===== src/rtl/uart_pkg.sv =====
// uart_pkg: shared UART entry layout used by the receive, transmit and buffer blocks
package uart_pkg;
    localparam int UART_ENTRY_W = 9;
    localparam int ERR_BIT      = 8;
    localparam int DATA_MSB     = 7;

    typedef logic [UART_ENTRY_W-1:0] uart_entry_t;

    function automatic uart_entry_t pack_entry(input logic err, input logic [DATA_MSB:0] data);
        return {err, data};
    endfunction
endpackage


===== src/rtl/uart_fifo_ram.sv =====
// uart_fifo_ram: unreset register array, synchronous write, asynchronous read
module uart_fifo_ram
    import uart_pkg::*;
#(
    parameter int ADDR_W = 4
) (
    input  logic                    clk,
    input  logic                    we,
    input  logic [ADDR_W-1:0]       waddr,
    input  logic [UART_ENTRY_W-1:0] wdata,
    input  logic [ADDR_W-1:0]       raddr,
    output logic [UART_ENTRY_W-1:0] rdata
);
    logic [UART_ENTRY_W-1:0] mem [2**ADDR_W];

    // storage write; contents are don't-care until written
    always_ff @(posedge clk) begin
        if (we) mem[waddr] <= wdata;
    end

    assign rdata = mem[raddr];
endmodule


===== src/rtl/uart_rx_fifo.sv =====
// uart_rx_fifo: FWFT receive buffer with overflow, RTS flow control and idle timeout
module uart_rx_fifo
    import uart_pkg::*;
#(
    parameter int DEPTH_LOG2    = 4,
    parameter int TIMEOUT_WIDTH = 16
) (
    input  logic                     clk,
    input  logic                     resetb,
    input  logic                     rx_re,
    input  logic                     rx_error,
    input  logic [7:0]               rx_data,
    input  logic                     rx_busy,
    input  logic                     rd,
    output logic [7:0]               rd_data,
    output logic                     rd_err,
    output logic                     empty,
    output logic                     full,
    output logic [DEPTH_LOG2:0]      level,
    output logic                     overflow,
    input  logic                     clear_overflow,
    input  logic                     flush,
    input  logic [DEPTH_LOG2:0]      rts_threshold,
    output logic                     rts_n,
    input  logic [TIMEOUT_WIDTH-1:0] timeout_cycles,
    output logic                     timeout
);
    localparam logic [DEPTH_LOG2:0] FULL_LEVEL = (DEPTH_LOG2+1)'(2**DEPTH_LOG2);

    logic [DEPTH_LOG2-1:0]    wr_ptr, rd_ptr;
    logic [DEPTH_LOG2:0]      level_next;
    logic [TIMEOUT_WIDTH-1:0] idle_cnt, idle_cnt_next;
    logic [UART_ENTRY_W-1:0]  head;
    logic                     do_wr, do_pop, drop, idle_clr;

    assign empty = (level == '0);
    assign full  = (level == FULL_LEVEL);

    // flush swallows both ports; a full write only lands if a pop frees a slot
    always_comb begin
        do_pop        = !flush && rd && !empty;
        do_wr         = !flush && rx_re && (!full || do_pop);
        drop          = !flush && rx_re && full && !do_pop;
        level_next    = flush ? '0 : level + (DEPTH_LOG2+1)'(do_wr) - (DEPTH_LOG2+1)'(do_pop);
        idle_clr      = do_wr || do_pop || flush || empty || rx_busy;
        idle_cnt_next = idle_clr ? '0 : (&idle_cnt) ? idle_cnt : idle_cnt + TIMEOUT_WIDTH'(1);
    end

    uart_fifo_ram #(.ADDR_W(DEPTH_LOG2)) u_ram (
        .clk   (clk),
        .we    (do_wr),
        .waddr (wr_ptr),
        .wdata (pack_entry(rx_error, rx_data)),
        .raddr (rd_ptr),
        .rdata (head)
    );

    // head is forced to zero while empty so stale storage never leaks out
    assign rd_data = empty ? '0 : head[DATA_MSB:0];
    assign rd_err  = !empty && head[ERR_BIT];

    // pointers and occupancy
    always_ff @(posedge clk or negedge resetb) begin
        if (!resetb) begin
            wr_ptr <= '0;
            rd_ptr <= '0;
            level  <= '0;
        end else begin
            wr_ptr <= flush ? '0 : do_wr ? wr_ptr + DEPTH_LOG2'(1) : wr_ptr;
            rd_ptr <= flush ? '0 : do_pop ? rd_ptr + DEPTH_LOG2'(1) : rd_ptr;
            level  <= level_next;
        end
    end

    // sticky overflow; a drop wins over a same-cycle clear
    always_ff @(posedge clk or negedge resetb) begin
        if (!resetb) overflow <= 1'b0;
        else         overflow <= drop ? 1'b1 : clear_overflow ? 1'b0 : overflow;
    end

    // registered flow control from the upcoming occupancy
    always_ff @(posedge clk or negedge resetb) begin
        if (!resetb) rts_n <= 1'b0;
        else         rts_n <= (level_next >= rts_threshold);
    end

    // idle cycles since the last write, pop, flush, empty or busy cycle
    always_ff @(posedge clk or negedge resetb) begin
        if (!resetb) idle_cnt <= '0;
        else         idle_cnt <= idle_cnt_next;
    end

    assign timeout = (timeout_cycles != '0) && (idle_cnt == timeout_cycles - TIMEOUT_WIDTH'(1))
                     && !empty && !rx_busy;
endmodule


===== config.mk =====
export PLATFORM = sky130hd
export DESIGN_NAME = uart_rx_fifo
export DESIGN_NICKNAME = d
export VERILOG_FILES = /design/src/rtl/uart_pkg.sv /design/src/rtl/uart_fifo_ram.sv /design/src/rtl/uart_rx_fifo.sv
export SDC_FILE = /design/constraint.sdc
export NUM_CORES = 1
export LEC_CHECK = 0
export CORE_MARGIN = 2
export CORE_UTILIZATION = 25
export CTS_CLUSTER_SIZE = 12
export DETAILED_ROUTE_END_ITERATION = 7
export GPL_ROUTABILITY_DRIVEN = 1
export PLACE_DENSITY_LB_ADDON = 0.25
export SLEW_MARGIN = 25
export SYNTH_ARGS = -nofsm -noshare
export SYNTH_HDL_FRONTEND = slang
export SYNTH_SLANG_ARGS = --single-unit

===== constraint.sdc =====
create_clock -name clk -period 6 [get_ports clk]
set_input_delay 1.5 -clock clk [delete_from_list [all_inputs] [get_ports clk]]
set_output_delay 1.5 -clock clk [all_outputs]
set_load 0.05 [all_outputs]

==> impl_metrics.json <==
{
  "status": "finished clean",
  "drv_slew": 0,
  "hold_buffers": 0,
  "peakVddDrop_mv": 0.1834,
  "die_h_microns": 182.2,
  "ys.warnings.count": 0,
  "firstDrtPassIters": 4,
  "leakagePower_uw": 0.003215,
  "critPathCaptureType": "output pin",
  "grt_first_pass_wirelength_microns": 28100,
  "num_vias": 4689,
  "synth_area_sq_mm": 0.007935,
  "grtUsageMet2": 0.1973,
  "ys_types": 52,
  "cts_resized": 0,
  "timing.slew.headroom": 0.3705,
  "syn_inst": 550,
  "synth_xor_area_frac": 0.04084,
  "root_buffer": "clkbuf_16",
  "clk_latency_ns": 0.43,
  "synth-seq-area-share": 0.6427,
  "finClkSkew_ns": 0.01110,
  "cts_tree": "done",
  "cts_buffers": 17,
  "place_congestion": 0.8136,
  "tightest_slew_ns": 0.9443,
  "grt.overflow.total": 0,
  "diodes": 0,
  "syn_avg_cell_area_sq_um": 14.43,
  "grt_max_degree": 32,
  "cp_max_fo": 6,
  "cpMaxStageDelayCell": "clkdlybuf4s50_1",
  "max_freq_mhz": 177.3,
  "drtAntennaViolNets": 0,
  "period_needed_ns": 5.641,
  "dp_hpwl_microns": 12340,
  "finalHoldViolations": 0,
  "cts_buffer_depth": 2,
  "synth_edf_count": 144,
  "final_nets": 668,
  "synthAdderAreaFrac": 0.03091,
  "cp_slowest_stage_delay_ns": 0.50,
  "core.rowCount": 65,
  "critical_path_class": "primary input to output pin",
  "drc": 0,
  "period_share": 0.9402,
  "synthSimpleGateAreaFrac": 0.09745,
  "path_cells": "clkdlybuf4s50_1 > or3_1 > or3_4 > or4_4 > o21ai_1 > a211oi_1 > nor4b_2 > buf_12",
  "synth-seq-cells": 175,
  "routedWlPerCell_microns": 17.32,
  "synth_nets": 606,
  "async_reset_ff_frac": 0.1771,
  "worstPathRequired_ns": 4.50,
  "drt_iter0_drc": 224,
  "clock-sinks": 175,
  "finalSetupTns_ns": 0,
  "clkTransAtPathRegs_ns": 0.07,
  "grt_usage": 0.1114,
  "coreArea_sq_mm": 0.03139,
  "grt.busiest_layer": "met2",
  "die_w_microns": 182.2,
  "cts_max_level": 4,
  "setup_violations": 0,
  "start_util": 0.2528,
  "die_area_sq_mm": 0.03318,
  "powerDensity_mw_per_mm2": 366.6,
  "synth_flop_cell": "edfxtp_1",
  "drv_cap": 0,
  "ios": 56,
  "crit_arrival_ns": 4.14,
  "io_buffers": 55,
  "synth_top_family_by_area": "multiplexers",
  "areaGrowthSynthToFinish_pct": 21.30,
  "fin_hold_ws_ns": 0.5541,
  "routed_wl_microns": 17790,
  "crit_buf_inv": 2,
  "viasPerCell": 4.566,
  "antenna_found_initial": 0,
  "grt_use_met1": 0.1384,
  "synth-compound-area-share": 0.06149,
  "hold_path.class": "register to register",
  "rsz0062_at_grt": "false",
  "synth.area.mux_share": 0.1042,
  "grt_pass1_vias": 4947,
  "drive_above_1_share": 0.1136,
  "path_delay_family": "simple AND/OR/NAND/NOR gates",
  "start_kind": "primary input",
  "post_cts_buffers": 0,
  "use_met3": 0.02455
}
## cells in the final DEF, fill, tap and decap left out, types with 21 or more instances in the layout
cell and instances:
nor2_1 39, dfrtp_1 30, inv_1 22, clkdlybuf4s50_1 54, mux2i_1 41, edfxtp_1 144, nand2_1 24, xor2_1 21
## layout make-up
cell class | count | area, sq um
fill | 3112 | 21770
inverter | 23 | 86.33
clock buffer | 17 | 425.4
clock inverter | 15 | 203.9
tap | 402 | 503.0
timing repair buffer | 65 | 648.1
multi-input combinational | 330 | 2658
sequential | 175 | 5101
## layer usage
layer,vias up,share of wire
met5,-,0
met4,0,0.0068
met3,9,0.039
met2,84,0.51
met1,2371,0.45
li1,2225,-
## cell families after synthesis
| logic type | count (synthesis) |
|---|---|
| AO/OA/AOI/OAI | 69 |
| multiplexers | 60 |
| adder cells (fa/ha/maj) | 19 |
| buffers and inverters | 45 |
| flip-flops | 175 |
| AND/OR/NAND/NOR | 145 |
| XOR/XNOR | 37 |
## stage by stage
| stage | total power (uW) | setup WS, ns | util | instance area [sq um] | std cells |
|---|---|---|---|---|---|
| 2_1_floorplan | 2120 | 0.6366 | - | 7935 | 550 |
| 3_3_place_gp | 2451 | 0.3460 | 0.2866 | 8996 | 995 |
| 3_5_place_dp | 2455 | 0.4007 | 0.2866 | 8996 | 995 |
| 4_1_cts | 3580 | 0.3768 | 0.3066 | 9625 | 1027 |
| 5_1_grt | 3707 | 0.1968 | 0.3066 | 9625 | 1027 |
| 6_report | 3529 | 0.3586 | 0.3066 | 9625 | 1027 |
## worst min-delay path, cell delays in order (launching register included)
cell,delay (ns)
dfrtp_1,0.39
inv_1,0.05
o32ai_1,0.07
## Yosys cell counts (13+ instances only)
| master | n | area [sq um] |
|---|---|---|
| and2_1 | 17 | 106.4 |
| clkbuf_1 | 13 | 48.80 |
| dfrtp_1 | 31 | 775.7 |
| edfxtp_1 | 144 | 4324 |
| ha_1 | 18 | 225.2 |
| inv_1 | 22 | 82.58 |
| mux2i_1 | 41 | 410.4 |
| mux4_2 | 18 | 405.4 |
| nand2_1 | 24 | 90.09 |
| nand3_1 | 14 | 70.07 |
| nor2_1 | 39 | 146.4 |
| o221ai_1 | 18 | 157.7 |
| xnor2_1 | 16 | 140.1 |
| xor2_1 | 21 | 183.9 |
## registers in the layout, indices dropped and copies added, names as in the netlist
register   count
u_ram.mem    144
rd_ptr         4
overflow       1
wr_ptr         4
level          5
idle_cnt      16
rts_n          1
## where the power goes
part           leakage [uW]  switching (uW)  total (uW)  internal [uW]
registers           0.00172            75.5        1430           1350
clock network      0.000302             540        1110            574
logic               0.00119             576         984            408
total               0.00321            1190        3530           2340
## path summary, 6_finish.rpt
path / startpoint / endpoint / slack (ns) / cells after the start
min in group asynchronous: resetb / idle_cnt[15] / 1.46 / 2
max in group asynchronous: resetb / rd_ptr[0] / 4.19 / 2
worst max-delay path: timeout_cycles[4] / timeout / 0.36 / 8
worst min register to register: overflow / overflow / 0.55 / 2
worst min-delay path: overflow / overflow / 0.55 / 2
worst max register to register: level[2] / rts_n / 2.30 / 16
Power figures use the tool's default switching activity.
